## config.mk

```make
export PLATFORM = sky130hd
export DESIGN_NAME = encoder_velocity_flat
export DESIGN_NICKNAME = d
export VERILOG_FILES = /design/src/rtl/encoder_velocity_if.sv /design/src/rtl/encoder_velocity.sv /design/src/flat_wrapper.sv
export SDC_FILE = /design/constraint.sdc
export NUM_CORES = 1
export LEC_CHECK = 0
export CAP_MARGIN = 5
export CORE_MARGIN = 5
export CORE_UTILIZATION = 58
export CTS_BUF_LIST = sky130_fd_sc_hd__clkbuf_16
export DETAILED_ROUTE_END_ITERATION = 8
export PLACE_DENSITY = 0.81
export SLEW_MARGIN = 30
export SYNTH_ARGS = -nofsm -noshare
export SYNTH_HDL_FRONTEND = slang
export SYNTH_SLANG_ARGS = --single-unit
```

## constraint.sdc

```tcl
create_clock -name clk -period 6.22 [get_ports clk]
set_input_delay 1.555 -clock clk [delete_from_list [all_inputs] [get_ports clk]]
set_output_delay 1.555 -clock clk [all_outputs]
set_load 0.03 [all_outputs]
```

## src/rtl/encoder_velocity_if.sv

```systemverilog
// Velocity sample bus between the encoder velocity block and its consumer.
// The master side is the velocity block; the slave side drives count and the ack.
interface encoder_velocity_if;
    logic [15:0] count;
    logic [15:0] vel;
    logic        vel_valid;
    logic        vel_ack;
    logic        overrun;
    logic        stalled;
    logic        sample_tick;

    modport master (
        input  count,
        input  vel_ack,
        output vel,
        output vel_valid,
        output overrun,
        output stalled,
        output sample_tick
    );

    modport slave (
        output count,
        output vel_ack,
        input  vel,
        input  vel_valid,
        input  overrun,
        input  stalled,
        input  sample_tick
    );
endinterface

```

## src/rtl/encoder_velocity.sv

```systemverilog
// Periodic encoder-count sampler producing a signed per-period delta with handshake,
// sticky overrun and stall detection. Define ENC_VEL_AVG_EN for a 4-sample moving average.
module encoder_velocity #(
    parameter int unsigned PERIOD_CYCLES = 18432,
    parameter int unsigned STALL_SAMPLES = 8
) (
    input  logic                 clk,
    input  logic                 rst_n,
    encoder_velocity_if.master   bus
);

    localparam int unsigned CNT_W  = 16;
    localparam int unsigned SCNT_W = 8;
    localparam logic [CNT_W-1:0]  PCNT_LAST = CNT_W'(PERIOD_CYCLES - 1);
    localparam logic [SCNT_W-1:0] SCNT_MAX  = SCNT_W'(STALL_SAMPLES);

    logic [CNT_W-1:0]  pcnt_q,    pcnt_d;
    logic [CNT_W-1:0]  prev_q,    prev_d;
    logic              primed_q,  primed_d;
    logic [CNT_W-1:0]  vel_q,     vel_d;
    logic              valid_q,   valid_d;
    logic              overrun_q, overrun_d;
    logic [SCNT_W-1:0] scnt_q,    scnt_d;
    logic              stalled_q, stalled_d;
    logic              tick_q,    tick_d;

    logic              tick_c;
    logic              publish_c;
    logic [CNT_W-1:0]  delta_c;
    logic [CNT_W-1:0]  vel_new_c;

`ifdef ENC_VEL_AVG_EN
    localparam int unsigned SUM_W  = 18;
    localparam int unsigned HIST_N = 4;

    logic signed [CNT_W-1:0] hist_q [HIST_N];
    logic signed [CNT_W-1:0] hist_d [HIST_N];
    logic signed [SUM_W-1:0] sum_c;

    // Average of the new delta and the three newest history entries, floored.
    always_comb begin
        sum_c = SUM_W'($signed(delta_c))   + SUM_W'(hist_q[0]) +
                SUM_W'(hist_q[1])          + SUM_W'(hist_q[2]);
        vel_new_c = CNT_W'(sum_c >>> 2);
        for (int i = 0; i < int'(HIST_N); i++) begin
            hist_d[i] = hist_q[i];
        end
        if (publish_c) begin
            for (int i = int'(HIST_N) - 1; i > 0; i--) begin
                hist_d[i] = hist_q[i-1];
            end
            hist_d[0] = $signed(delta_c);
        end
    end

    always_ff @(posedge clk) begin
        if (!rst_n) begin
            for (int i = 0; i < int'(HIST_N); i++) begin
                hist_q[i] <= '0;
            end
        end else begin
            for (int i = 0; i < int'(HIST_N); i++) begin
                hist_q[i] <= hist_d[i];
            end
        end
    end
`else
    assign vel_new_c = delta_c;
`endif

    assign tick_c    = (pcnt_q == PCNT_LAST);
    assign publish_c = tick_c && primed_q;
    assign delta_c   = bus.count - prev_q;

    // Next-state logic for period timing, handshake and stall tracking.
    always_comb begin
        pcnt_d    = pcnt_q + CNT_W'(1);
        prev_d    = prev_q;
        primed_d  = primed_q;
        vel_d     = vel_q;
        valid_d   = valid_q;
        overrun_d = overrun_q;
        scnt_d    = scnt_q;
        tick_d    = tick_c;

        if (tick_c) begin
            pcnt_d   = '0;
            prev_d   = bus.count;
            primed_d = 1'b1;
        end

        if (publish_c) begin
            vel_d   = vel_new_c;
            valid_d = 1'b1;
            // An ack in the publish cycle means the old sample was consumed.
            if (valid_q) begin
                overrun_d = !bus.vel_ack;
            end
            if (delta_c == '0) begin
                if (scnt_q != SCNT_MAX) begin
                    scnt_d = scnt_q + SCNT_W'(1);
                end
            end else begin
                scnt_d = '0;
            end
        end else if (valid_q && bus.vel_ack) begin
            valid_d   = 1'b0;
            overrun_d = 1'b0;
        end

        stalled_d = (scnt_d == SCNT_MAX);
    end

    always_ff @(posedge clk) begin
        if (!rst_n) begin
            pcnt_q    <= '0;
            prev_q    <= '0;
            primed_q  <= 1'b0;
            vel_q     <= '0;
            valid_q   <= 1'b0;
            overrun_q <= 1'b0;
            scnt_q    <= '0;
            stalled_q <= 1'b0;
            tick_q    <= 1'b0;
        end else begin
            pcnt_q    <= pcnt_d;
            prev_q    <= prev_d;
            primed_q  <= primed_d;
            vel_q     <= vel_d;
            valid_q   <= valid_d;
            overrun_q <= overrun_d;
            scnt_q    <= scnt_d;
            stalled_q <= stalled_d;
            tick_q    <= tick_d;
        end
    end

    assign bus.vel         = vel_q;
    assign bus.vel_valid   = valid_q;
    assign bus.overrun     = overrun_q;
    assign bus.stalled     = stalled_q;
    assign bus.sample_tick = tick_q;

endmodule
```

## src/flat_wrapper.sv

```systemverilog
// flat-port wrapper written by rule: the top's interface ports become plain ports
module encoder_velocity_flat 
#(
    parameter int unsigned PERIOD_CYCLES = 18432,
    parameter int unsigned STALL_SAMPLES = 8
)
  (clk, rst_n, bus_count, bus_vel_ack, bus_vel, bus_vel_valid, bus_overrun, bus_stalled, bus_sample_tick);
  encoder_velocity_if bus_i ();
  input  logic clk;
  input  logic rst_n;
  input wire logic [$bits(bus_i.count)-1:0] bus_count;
  input wire logic [$bits(bus_i.vel_ack)-1:0] bus_vel_ack;
  output wire logic [$bits(bus_i.vel)-1:0] bus_vel;
  output wire logic [$bits(bus_i.vel_valid)-1:0] bus_vel_valid;
  output wire logic [$bits(bus_i.overrun)-1:0] bus_overrun;
  output wire logic [$bits(bus_i.stalled)-1:0] bus_stalled;
  output wire logic [$bits(bus_i.sample_tick)-1:0] bus_sample_tick;
  assign bus_i.count = bus_count;
  assign bus_i.vel_ack = bus_vel_ack;
  assign bus_vel = bus_i.vel;
  assign bus_vel_valid = bus_i.vel_valid;
  assign bus_overrun = bus_i.overrun;
  assign bus_stalled = bus_i.stalled;
  assign bus_sample_tick = bus_i.sample_tick;
  encoder_velocity #(.PERIOD_CYCLES(PERIOD_CYCLES), .STALL_SAMPLES(STALL_SAMPLES)) u_core (.clk(clk), .rst_n(rst_n), .bus(bus_i));
endmodule
```

==> results.py <==
metrics = {
    "finish": {
        "areaGrowthSynthToFinish_pct": 19.8,
        "diodes": 0,
        "nets": 516,
        "drive_above_1_share": 0.0725,
        "final_area_mm2": 0.00421,
    },
    "synth": {
        "avgSynthCellArea_um2": 7.87,
        "syn_area_mm2": 0.00351,
        "ys_types": 67,
        "synth_warnings": 0,
        "synth_edf_count": 0,
        "synth_cells": 446,
        "yosys-top-cells-area": "dfxtp_1 (35%), nand2_1 (8.1%), ha_1 (6.4%)",
        "synth_top_cell_by_area": "dfxtp_1",
        "syn_nets": 484,
        "synth_top_area_share": 0.348,
        "synth_seq_cells": 61,
        "ys.flop_type": "dfxtp_1",
        "seq_area_frac_synth": 0.348,
        "async_reset_ff_frac": 0,
        "synth.top_cells.by_count": "nand2_1 (76), dfxtp_1 (61), nor2_1 (45), a21oi_1 (44), inv_1 (24)",
        "synth_most_common_cell": "nand2_1",
    },
    "timing": {
        "max_freq_mhz": 217,
        "fin_skew_ns": 0.00812,
        "slew_headroom": 0.408,
        "worst_pin_slew_ns": 0.886,
        "rsz0062_at_grt": "false",
        "finalSetupTns_ns": 0,
        "finalSetupViolCount": 0,
        "hold_viol": 0,
        "min_period_ns": 4.60,
        "drv_slew": 0,
        "finalCritPeriodShare": 0.739,
    },
    "setup_path": {
        "critPathRequiredTime_ns": 6.49,
        "start_kind": "primary input",
        "critPathKind": "primary input to flip-flop",
        "crit_fanout": 4,
        "rr_startpoint": "u_core.pcnt_q[0]",
        "reg2regPathDepth": 9,
        "critPathArrivalTime_ns": 4.87,
        "reg2reg_to": "u_core.bus.stalled",
        "cp-end-kind": "flip-flop",
        "reg2reg_slack_ns": 2.81,
    },
    "drt": {
        "drtAntennaViolNets": 0,
        "drt_first_pass_iters": 5,
        "dr.first_iter.drc_count": 168,
        "drt-total-wl_um": 7900,
        "remaining_drc_errors": 0,
        "wl_per_cell_um": 14.1,
        "num_vias": 3236,
        "vias_per_cell": 5.80,
    },
    "outcome": {
        "outcome": "complete, no violations",
    },
    "clock_tree": {
        "postCtsSetupRepairBufs": 0,
        "clk_pin_slew_worst_paths_ns": 0.05,
        "cts_hold_buf": 0,
        "htree_levels": 3,
        "cts-resized-gates": 0,
        "cts_tree": "done",
        "cts_sinks": 61,
        "cts_buffers": 9,
        "cts_root_buf": "clkbuf_16",
        "clk_latency_ns": 0.33,
        "cts_max_path_buffers": 2,
    },
    "place": {
        "dpl_cell_area_mm2": 0.00391,
        "routabilityCongestion": 0.875,
        "dpl.hpwl_um": 5740,
        "io_buffers": 38,
    },
    "power_and_ir_drop": {
        "p_leak_nw": 1.49,
        "vdd_drop_max_mv": 0.241,
        "power_density_mw_per_mm2": 233,
    },
    "global_route": {
        "grt_overflow": 0,
        "antenna_found_initial": 0,
        "grt_usage": 0.218,
        "grt_pass1_vias": 3087,
        "grt_max_degree": 31,
        "grt_pass1_wl_um": 13500,
    },
    "min_path": {
        "hp-class": "flip-flop to flip-flop",
        "min_to": "u_core.bus.vel[13]",
        "hp-start": "u_core.bus.vel[13]",
        "min_delay_path_depth": 2,
    },
    "floorplan": {
        "die-area_mm2": 0.00771,
        "die_height_um": 87.8,
        "core-area_mm2": 0.00592,
        "rows": 28,
        "initial_core_util": 0.593,
        "io_pins": 39,
        "fp.dieW_um": 87.8,
    },
    "flow_run": {
        "maxCapViolations": 0,
    },
}
## cells in the final DEF, fill, tap and decap left out, drive strengths merged, types with 4 or more instances in the layout
cell	n
and2	6
a21oi	47
mux2i	5
xor2	10
nand2	76
xnor2	13
clkbuf	9
clkdlybuf4s50	38
nor4	5
or3	7
ha	18
nor3	10
nor2	46
o21ai	16
and3	4
dfxtp	61
or2	4
a211oi	5
nand3	15
nor2b	5
inv	27
nand4	7
## cells by family (layout without fill, tap and decap cells)
logic type / after synthesis / count (layout) / share of synthesized area
fa+ha+maj: 19 / 19 / 0.0698
mux: 5 / 5 / 0.0143
simple gates: 196 / 196 / 0.268
flops: 61 / 61 / 0.348
compound gates: 98 / 98 / 0.190
xor+xnor: 23 / 23 / 0.0574
buf+inv: 44 / 81 / 0.0531
## worst max-delay path by stage
stage	endpoint	from	slack (ns)	cells after the start
floorplan	u_core.bus.stalled	bus_count[0]	2.12	12
global placement	u_core.scnt_q[7]	bus_count[0]	1.42	13
detailed placement	u_core.bus.stalled	bus_count[0]	1.33	13
CTS	u_core.bus.stalled	bus_count[0]	1.65	13
global route	u_core.bus.stalled	bus_count[0]	1.39	13
finish	u_core.bus.stalled	bus_count[0]	1.62	13
## report_power, final
part / switching, mW / internal [mW]
sequential: 0.00157 / 0.393
combinational: 0.0543 / 0.0396
clock: 0.180 / 0.311
total: 0.236 / 0.744
## layer usage
| layer | GRT usage | routed length (um) | part of all wire | up-vias |
|---|---|---|---|---|
| li1 | - | - | - | 1613 |
| met3 | 0.0301 | 469 | 0.059 | 20 |
| met2 | 0.364 | 3780 | 0.48 | 114 |
| met1 | 0.269 | 3440 | 0.44 | 1489 |
| met4 | 0.124 | 202 | 0.026 | 0 |
| met5 | 0 | 0 | 0 | - |
## critical path: stages
cell	delay (ns)
clkdlybuf4s50_1	0.48
inv_1	0.05
ha_1	0.22
fa_1	0.40
nand2b_1	0.17
a21o_1	0.20
a21oi_1	0.31
o41ai_2	0.11
xnor2_1	0.14
or4b_1	0.64
nor4_1	0.29
or3_1	0.16
nor2b_2	0.13
## stage by stage
stage	total power [mW]	instances	utilization	setup WS (ns)	hold WS [ns]
after floorplan	0.468	446	-	2.12	0.430
after detailed placement	0.495	542	0.660	1.33	0.447
final	0.980	558	0.711	1.62	0.454
after global routing	1.01	558	0.711	1.39	0.463
after global placement	0.493	542	0.660	1.42	0.440
after CTS	0.985	558	0.711	1.65	0.454
## state kept, by name (all words and copies together), names as in the netlist
register,count
u_core.primed_q,1
u_core.bus.overrun,1
u_core.prev_q,16
u_core.pcnt_q,16
u_core.scnt_q,8
u_core.bus.vel,16
u_core.bus.sample_tick,1
u_core.bus.stalled,1
u_core.bus.vel_valid,1
## final cells by class
cell class	instances	area, um2
clock buffers	9	225
clock inverters	7	73.8
fillers	490	1710
inverters	25	93.8
multi-input cells	341	2100
flip-flops and latches	61	1220
well taps	75	93.8
repair buffers	40	395
Power figures use the tool's default switching activity.
